$ cat src/rtl/clock_period_meter.sv
// ---------------------------------------------------------------------------
// clock_period_meter
//
// Recovers the period and high time of a slow, asynchronous clock (clk_in)
// by counting CLK_50_MHz cycles between successive synchronised rising
// edges. Results feed tempo display, divider self-check and LFO rate logic.
//
// Ports:
//   CLK_50_MHz   in   system clock, everything is on its rising edge
//   reset        in   synchronous, active-high reset
//   clk_in       in   slow clock being measured (asynchronous)
//   period       out  last valid period in CLK_50_MHz cycles
//   high_time    out  cycles clk_in was high within that period
//   period_valid out  one-cycle pulse when period/high_time update
//   overflow     out  no rising edge within 2^COUNT_WIDTH-1 cycles
//   locked       out  last two periods agree within LOCK_TOL cycles
// ---------------------------------------------------------------------------
module clock_period_meter #(
   parameter int COUNT_WIDTH = 20,
   parameter int LOCK_TOL    = 2
) (
   input  logic                   CLK_50_MHz,
   input  logic                   reset,
   input  logic                   clk_in,
   output logic [COUNT_WIDTH-1:0] period,
   output logic [COUNT_WIDTH-1:0] high_time,
   output logic                   period_valid,
   output logic                   overflow,
   output logic                   locked
);

   localparam logic [COUNT_WIDTH-1:0] COUNT_MAX  = {COUNT_WIDTH{1'b1}};
   localparam logic [COUNT_WIDTH-1:0] COUNT_ZERO = {COUNT_WIDTH{1'b0}};
   localparam logic [COUNT_WIDTH-1:0] COUNT_ONE  = {{(COUNT_WIDTH-1){1'b0}}, 1'b1};
   localparam logic [COUNT_WIDTH-1:0] LOCK_TOL_C = COUNT_WIDTH'(LOCK_TOL);

   typedef enum logic [1:0] {
      ST_IDLE     = 2'd0,
      ST_MEASURE  = 2'd1,
      ST_OVERFLOW = 2'd2
   } state_t;

   state_t                 state_r;
   state_t                 next_state_s;
   logic                   sync1_r;
   logic                   sync2_r;
   logic                   prev_r;
   logic                   rise_s;
   logic                   fall_s;
   logic                   emit_s;
   logic                   saturate_s;
   logic                   has_prev_r;
   logic [COUNT_WIDTH-1:0] count_r;
   logic [COUNT_WIDTH-1:0] hcount_r;

   // Unsigned absolute difference between two periods.
   function automatic logic [COUNT_WIDTH-1:0] abs_diff(
      input logic [COUNT_WIDTH-1:0] a,
      input logic [COUNT_WIDTH-1:0] b
   );
      if (a >= b) begin
         return a - b;
      end else begin
         return b - a;
      end
   endfunction

   // Two-flop synchroniser followed by the edge-detect history register.
   always_ff @(posedge CLK_50_MHz) begin
      if (reset) begin
         sync1_r <= 1'b0;
         sync2_r <= 1'b0;
         prev_r  <= 1'b0;
      end else begin
         sync1_r <= clk_in;
         sync2_r <= sync1_r;
         prev_r  <= sync2_r;
      end
   end

   assign rise_s = sync2_r & ~prev_r;
   assign fall_s = ~sync2_r & prev_r;

   // FSM state register.
   always_ff @(posedge CLK_50_MHz) begin
      if (reset) begin
         state_r <= ST_IDLE;
      end else begin
         state_r <= next_state_s;
      end
   end

   // Next-state decode; a rise takes priority over count saturation.
   always_comb begin
      next_state_s = state_r;
      emit_s       = 1'b0;
      saturate_s   = 1'b0;
      case (state_r)
         ST_IDLE: begin
            if (rise_s) begin
               next_state_s = ST_MEASURE;
            end else begin
               next_state_s = ST_IDLE;
            end
         end
         ST_MEASURE: begin
            if (rise_s) begin
               emit_s       = 1'b1;
               next_state_s = ST_MEASURE;
            end else if (count_r == COUNT_MAX) begin
               saturate_s   = 1'b1;
               next_state_s = ST_OVERFLOW;
            end else begin
               next_state_s = ST_MEASURE;
            end
         end
         ST_OVERFLOW: begin
            if (rise_s) begin
               next_state_s = ST_MEASURE;
            end else begin
               next_state_s = ST_OVERFLOW;
            end
         end
         default: begin
            next_state_s = ST_IDLE;
         end
      endcase
   end

   // Counters, measurement results, overflow and lock tracking.
   always_ff @(posedge CLK_50_MHz) begin
      if (reset) begin
         count_r      <= COUNT_ZERO;
         hcount_r     <= COUNT_ZERO;
         period       <= COUNT_ZERO;
         high_time    <= COUNT_ZERO;
         period_valid <= 1'b0;
         overflow     <= 1'b0;
         locked       <= 1'b0;
         has_prev_r   <= 1'b0;
      end else begin
         period_valid <= 1'b0;
         case (state_r)
            ST_IDLE: begin
               hcount_r <= COUNT_ZERO;
               count_r  <= rise_s ? COUNT_ONE : COUNT_ZERO;
            end
            ST_MEASURE: begin
               if (emit_s) begin
                  period       <= count_r;
                  // A zero hcount means no fall was seen, so clk_in stayed high.
                  high_time    <= (hcount_r == COUNT_ZERO) ? count_r : hcount_r;
                  period_valid <= 1'b1;
                  overflow     <= 1'b0;
                  locked       <= has_prev_r && (abs_diff(count_r, period) <= LOCK_TOL_C);
                  has_prev_r   <= 1'b1;
                  count_r      <= COUNT_ONE;
                  hcount_r     <= COUNT_ZERO;
               end else if (saturate_s) begin
                  // Stored period/high_time are kept; next result has no predecessor.
                  overflow   <= 1'b1;
                  locked     <= 1'b0;
                  has_prev_r <= 1'b0;
               end else begin
                  count_r <= count_r + COUNT_ONE;
                  if (fall_s) begin
                     hcount_r <= count_r;
                  end
               end
            end
            ST_OVERFLOW: begin
               if (rise_s) begin
                  count_r  <= COUNT_ONE;
                  hcount_r <= COUNT_ZERO;
               end
            end
            default: begin
               count_r  <= COUNT_ZERO;
               hcount_r <= COUNT_ZERO;
            end
         endcase
      end
   end

endmodule

$ cat config.mk
export PLATFORM = sky130hd
export DESIGN_NAME = clock_period_meter
export DESIGN_NICKNAME = d
export VERILOG_FILES = /design/src/rtl/clock_period_meter.sv
export SDC_FILE = /design/constraint.sdc
export NUM_CORES = 1
export LEC_CHECK = 0
export BUFFER_PORTS_ARGS = -buffer_cell sky130_fd_sc_hd__buf_2
export CAP_MARGIN = 20
export CELL_PAD_IN_SITES_DETAIL_PLACEMENT = 1
export CELL_PAD_IN_SITES_GLOBAL_PLACEMENT = 1
export CORE_ASPECT_RATIO = 1.4
export CORE_MARGIN = 2
export CORE_UTILIZATION = 40
export CTS_CLUSTER_SIZE = 20
export DETAILED_ROUTE_END_ITERATION = 8
export PLACE_DENSITY = 0.72
export SYNTH_ARGS = -nofsm -noshare
export SYNTH_HDL_FRONTEND = slang
export SYNTH_SLANG_ARGS = --single-unit
$ cat constraint.sdc
create_clock -name CLK_50_MHz -period 9.7 [get_ports CLK_50_MHz]
set_input_delay 0 -clock CLK_50_MHz [delete_from_list [all_inputs] [get_ports CLK_50_MHz]]
set_output_delay 0 -clock CLK_50_MHz [all_outputs]
set_load 0.05 [all_outputs]
# Word level (Yosys, flattened, before mapping)
# Index checks and enable logic that the tools add are counted.
# word_totals
ff_bits	89
latchBits	0
ram_bits	0
romBits	0
input_bits	3
n_memories	0
# op_classes
addsub	3
multipliers	0
div	0
order_cmp	2
n_eq_ne	6
shifts	0
mux	31
n_bitwise	5
n_reduce_logical	9
# op_table
cell	n
two-way mux 20 bit	12
case mux 20 bit (3 select lines)	1
case mux 20 bit (2 select lines)	1
subtractor 20 bit	2
adder 20 x 1 -> 20 bit, second input constant	1
equality test 20 bit, second input constant	1
>= comparator 20 bit	1
<= comparator 20 x 2 -> 1 bit, second input constant	1
logical NOT 20 bit	1
two-way mux 1 bit	13
two-way mux 2 bit	3
inequality test 3 bit, second input constant	2
case mux 2 bit (3 select lines)	1
AND reduction 2 bit	3
inverter 1 bit	3
AND reduction 3 bit	1
AND 1 bit	2
equality test 2 x 1 -> 1 bit, second input constant	1
equality test 2 bit, second input constant	1
logical NOT 2 bit	1
inequality test 2 bit, second input constant	1
nonzero test 2 bit	1
OR reduction 2 bit	1
logical AND 1 bit	1

# Logic depth before layout (Yosys ltp)
# depth
ltp_word	10
ltp_mapped	15
ltp_nobuf	13

# Worst setup path after synthesis
# OpenSTA, ideal clock, no wires.
# synth_timing
path_type	reg2reg
startpoint	reg count_r[0]
endpoint	reg locked
setup_time_ns	0.069
t_arrival_ns	3.221
required_time_ns	9.631
path_slack_ns	6.410
stages_incl_launch_ff	15
n_path_buf	1
synth_period_minus_slack_ns	3.290
cell_sequence	dfxtp_1 clkbuf_1 inv_1 ha_1 fa_1 nand2b_1 a211oi_2 nor3_2 o41a_4 o21ai_4 nor3_2 or4_4 a2111oi_2 nand4_1 o21ai_1
# synth_between
elab_chain_len	8
word_cells_on_any_way	16
cone_classes	add/sub: 2; order compare: 2; eq/ne: 1; mux: 8; reduce/logical: 3
# synth_rtl
item	line_no	source
start: declaration	53	logic [COUNT_WIDTH-1:0] count_r;
start signal: assignment	146	count_r <= rise_s ? COUNT_ONE : COUNT_ZERO;
start signal: assignment	165	count_r <= count_r + COUNT_ONE;
subtractor 20 bit (tied with other cells)	64	return b - a;
two-way mux 20 bit	61	if (a >= b) begin
two-way mux 20 bit	149	if (emit_s) begin
two-way mux 20 bit	143	case (state_r)
two-way mux 20 bit	132	if (reset) begin
<= comparator 20 x 2 -> 1 bit	155	locked <= has_prev_r && (abs_diff(count_r, period) <= LOCK_TOL_C);
logical AND 1 bit	155	
two-way mux 1 bit	149	
end signal: assignment	155	
end: declaration	29	output logic locked
# Parallel ways exist; a longest one is shown, timed or not. The select of a mux whose other input is x is not followed.
# A chain may end at the register's enable or synchronous reset.

# Worst setup path in the final report
# layout_timing
startpoint	reg period[4]
endpoint	reg locked
# layout_between
elab_chain_len	8
word_cells_on_any_way	10
cone_classes	add/sub: 2; order compare: 2; mux: 5; reduce/logical: 1
# layout_rtl
item	line_no	source
start: declaration	25	output logic [COUNT_WIDTH-1:0] period,
start signal: assignment	150	period <= count_r;
subtractor 20 bit (tied with other cells)	64	
two-way mux 20 bit *	61	
two-way mux 20 bit *	149	
two-way mux 20 bit *	143	
two-way mux 20 bit *	132	
<= comparator 20 x 2 -> 1 bit *	155	
logical AND 1 bit *	155	
two-way mux 1 bit *	149	
# Mark *: on every way between the ends. The rest lies on a longest branch, timed or not. The select of a mux whose other input is x is not followed.

==> results.yml <==
worst_setup_path:
  arrival_ns: 4.12
  criticalPathCategory: "flip-flop to flip-flop"
  required_ns: 9.98
  path_max_fanout: 14
  r2r_cells: 12
  critPathCaptureType: "flip-flop"
  reg2reg_slack_ns: 5.86
  rr_startpoint: "period[4]"
  start_kind: "flip-flop"
  reg2reg_to: "locked"
clock_network:
  cts_max_path_buffers: 2
  cts_inserted_buffers: 9
  cts_htree_levels: 3
  cts_tree: "done"
  post_cts_buffers: 0
  clock-root-buffer: "clkbuf_16"
  clk_latency_ns: 0.34
  clock-sinks: 89
  clk_pin_slew_ns: 0.07
sta:
  hold_viol_final: 0
  rsz0062_at_grt: "no"
  slew_headroom_pct: 28.7
  worstMarginPinSlew_ns: 1.07
  fmax_mhz: 260
  setup_violations: 0
  setup_tns_ns: 0
  drv_slew: 0
  fin_crit_ns: 3.84
  final_min_period_over_clock_period_pct: 39.6
  fin_skew_ns: 0.00924
  whs_ns: 0.344
finish:
  syn_to_final_growth_pct: 10.5
  layout-drive-gt1-share_pct: 12.2
  fillCellCount: 1720
  diodes: 0
  multi_input_area_um2: 3580
  seq_area_um2: 1780
  nNetsFinal: 797
  fin_cells: 941
hold_path:
  min_path_type: "primary input to flip-flop"
  hold_path_end: "prev_r"
  hold_depth: 2
  min-delay-start: "reset"
route:
  postRouteAntennaNets: 0
  finalWirelength_um: 18200
  drtIter0Drc: 152
  drc_errors: 0
  via_count: 5406
  vias_per_cell: 5.74
  dr.pass1.iters: 4
  wl_per_cell_um: 19.4
synthesis:
  synth_edf_count: 0
  synthFlopType: "dfxtp_1"
  ys_seq_area_share_pct: 30.9
  async_flop_share_pct: 0
  syn-cell-area_um2: 5770
  ys_types: 72
  syn_inst: 739
  syn_area_per_cell_um2: 7.80
  synth_seq_cells: 89
  synth-warning-count: 0
  syn_nets: 784
floorplan:
  rows: 51
  design.core.area_um2: 14000
  start_util_pct: 41.3
  die_h_um: 146
  die_area_um2: 15400
  dieWidth_um: 105
  pin_count: 46
place:
  gp_congestion: 0.934
  numPlacedInstances: 925
  dpl.hpwl_um: 13700
  portBuffers: 45
job:
  maxCapViolCount: 0
grt:
  grt_max_degree: 55
  overflow: 0
  grt_pass1_wl_um: 29500
  grt_pass1_vias: 5645
  antenna_found_initial: 0
  track_usage_pct: 24.0
power_and_ir_drop:
  p_per_area_nw_per_um2: 124
  power.leakage_nw: 2.59
  ir_drop_mv: 0.0956
  design_power_total_mw: 0.789
outcome:
  status: "completed"
[layer usage]
metal	track usage, %	up-vias	part of all wire [%]
met5	0	-	0
met4	11.3	0	4.2
met3	2.95	47	2.2
met2	43.7	81	52
met1	27.5	2647	42
li1	-	2631	-
[cell type report]
class | count | area share [%]
flip-flops and latches | 89 | 28.0
inverters | 51 | 3.00
repair buffers | 51 | 4.28
clock inverters | 6 | 1.41
clock buffers | 9 | 3.53
multi-input cells | 550 | 56.2
well taps | 185 | 3.63
[cell usage in the layout (no fill, tap or decap), drive strengths merged, types with 5 or more instances in the layout]
master  count
dfxtp      89
nor2       81
nand2      81
a21oi      61
inv        53
buf        50
ha         40
nor3       38
a211oi     32
xnor2      25
o21ai      23
nand3      19
a22o       19
a21o       16
nand4      11
clkbuf      9
nor4        9
a31oi       8
nand2b      7
o22ai       6
mux2i       6
nor2b       5
o211ai      5
xor2        5
[worst max path at each step]
stage,startpoint,end
2_1_floorplan,count_r[0],locked
3_3_place_gp,period[4],locked
3_5_place_dp,period[4],locked
4_1_cts,period[4],locked
5_1_grt,period[4],locked
6_report,period[4],locked
[report_power, final]
part / total, mW / internal [mW] / leakage, nW / switching [mW]
registers: 0.369 / 0.367 / 0.718 / 0.00204
logic: 0.0354 / 0.0110 / 1.72 / 0.0244
clock network: 0.385 / 0.227 / 0.158 / 0.158
[worst max-delay path, stage by stage (launching register included)]
cell and delay [ns]:
dfxtp_1 0.37, inv_1 0.06, ha_1 0.60, a21o_1 0.23, a21oi_1 0.13, a2111oi_1 0.86
nor3_1 0.15, xnor2_1 0.28, o2111ai_1 0.15, or4_1 0.51, o22ai_1 0.20, nand4_1 0.11
o21ai_1 0.12
[repair_timing]
| item | CTS | global route |
|---|---|---|
| resized for setup | 0 | 0 |
| hold buffers | 1 | 0 |
| hold endpoints to repair | 1 | 0 |
[synth_stat cells (8+ instances only)]
library cell / instances / share of area, %
dfxtp_1: 89 / 31
nor2_1: 81 / 5.3
nand2_1: 79 / 5.1
a21oi_1: 60 / 5.2
inv_1: 51 / 3.3
ha_1: 40 / 8.7
clkbuf_1: 35 / 2.3
nor3_1: 35 / 3.0
a211oi_1: 31 / 4.0
xnor2_1: 25 / 3.8
a22o_1: 19 / 2.9
nand3_1: 19 / 1.6
a21o_1: 16 / 2.1
o21ai_0: 16 / 1.4
nor4_1: 9 / 0.98
nand4_1: 8 / 0.87
[cells by family after synthesis]
kind of cell	Yosys count	synth area share, %
xor+xnor	30	4.56
flops	89	30.9
compound gates	202	24.5
mux	6	1.04
simple gates	270	22.3
fa+ha+maj	42	9.37
buf+inv	100	7.27
[metrics by stage]
stage	setup slack [ns]	utilization, %	cell area (um^2)
floorplan	6.41	-	5770
finish	5.86	45.6	6370
detailed placement	5.95	43.3	6050
global placement	5.99	43.3	6050
global route	5.74	45.6	6370
CTS	5.92	45.6	6370
[sequential cells by signal (all words and copies together), names as in the netlist]
register	cells
count_r	20
hcount_r	20
high_time	20
period	20
state_r	2
has_prev_r	1
locked	1
overflow	1
period_valid	1
prev_r	1
sync1_r	1
sync2_r	1
Power figures use the tool's default switching activity.
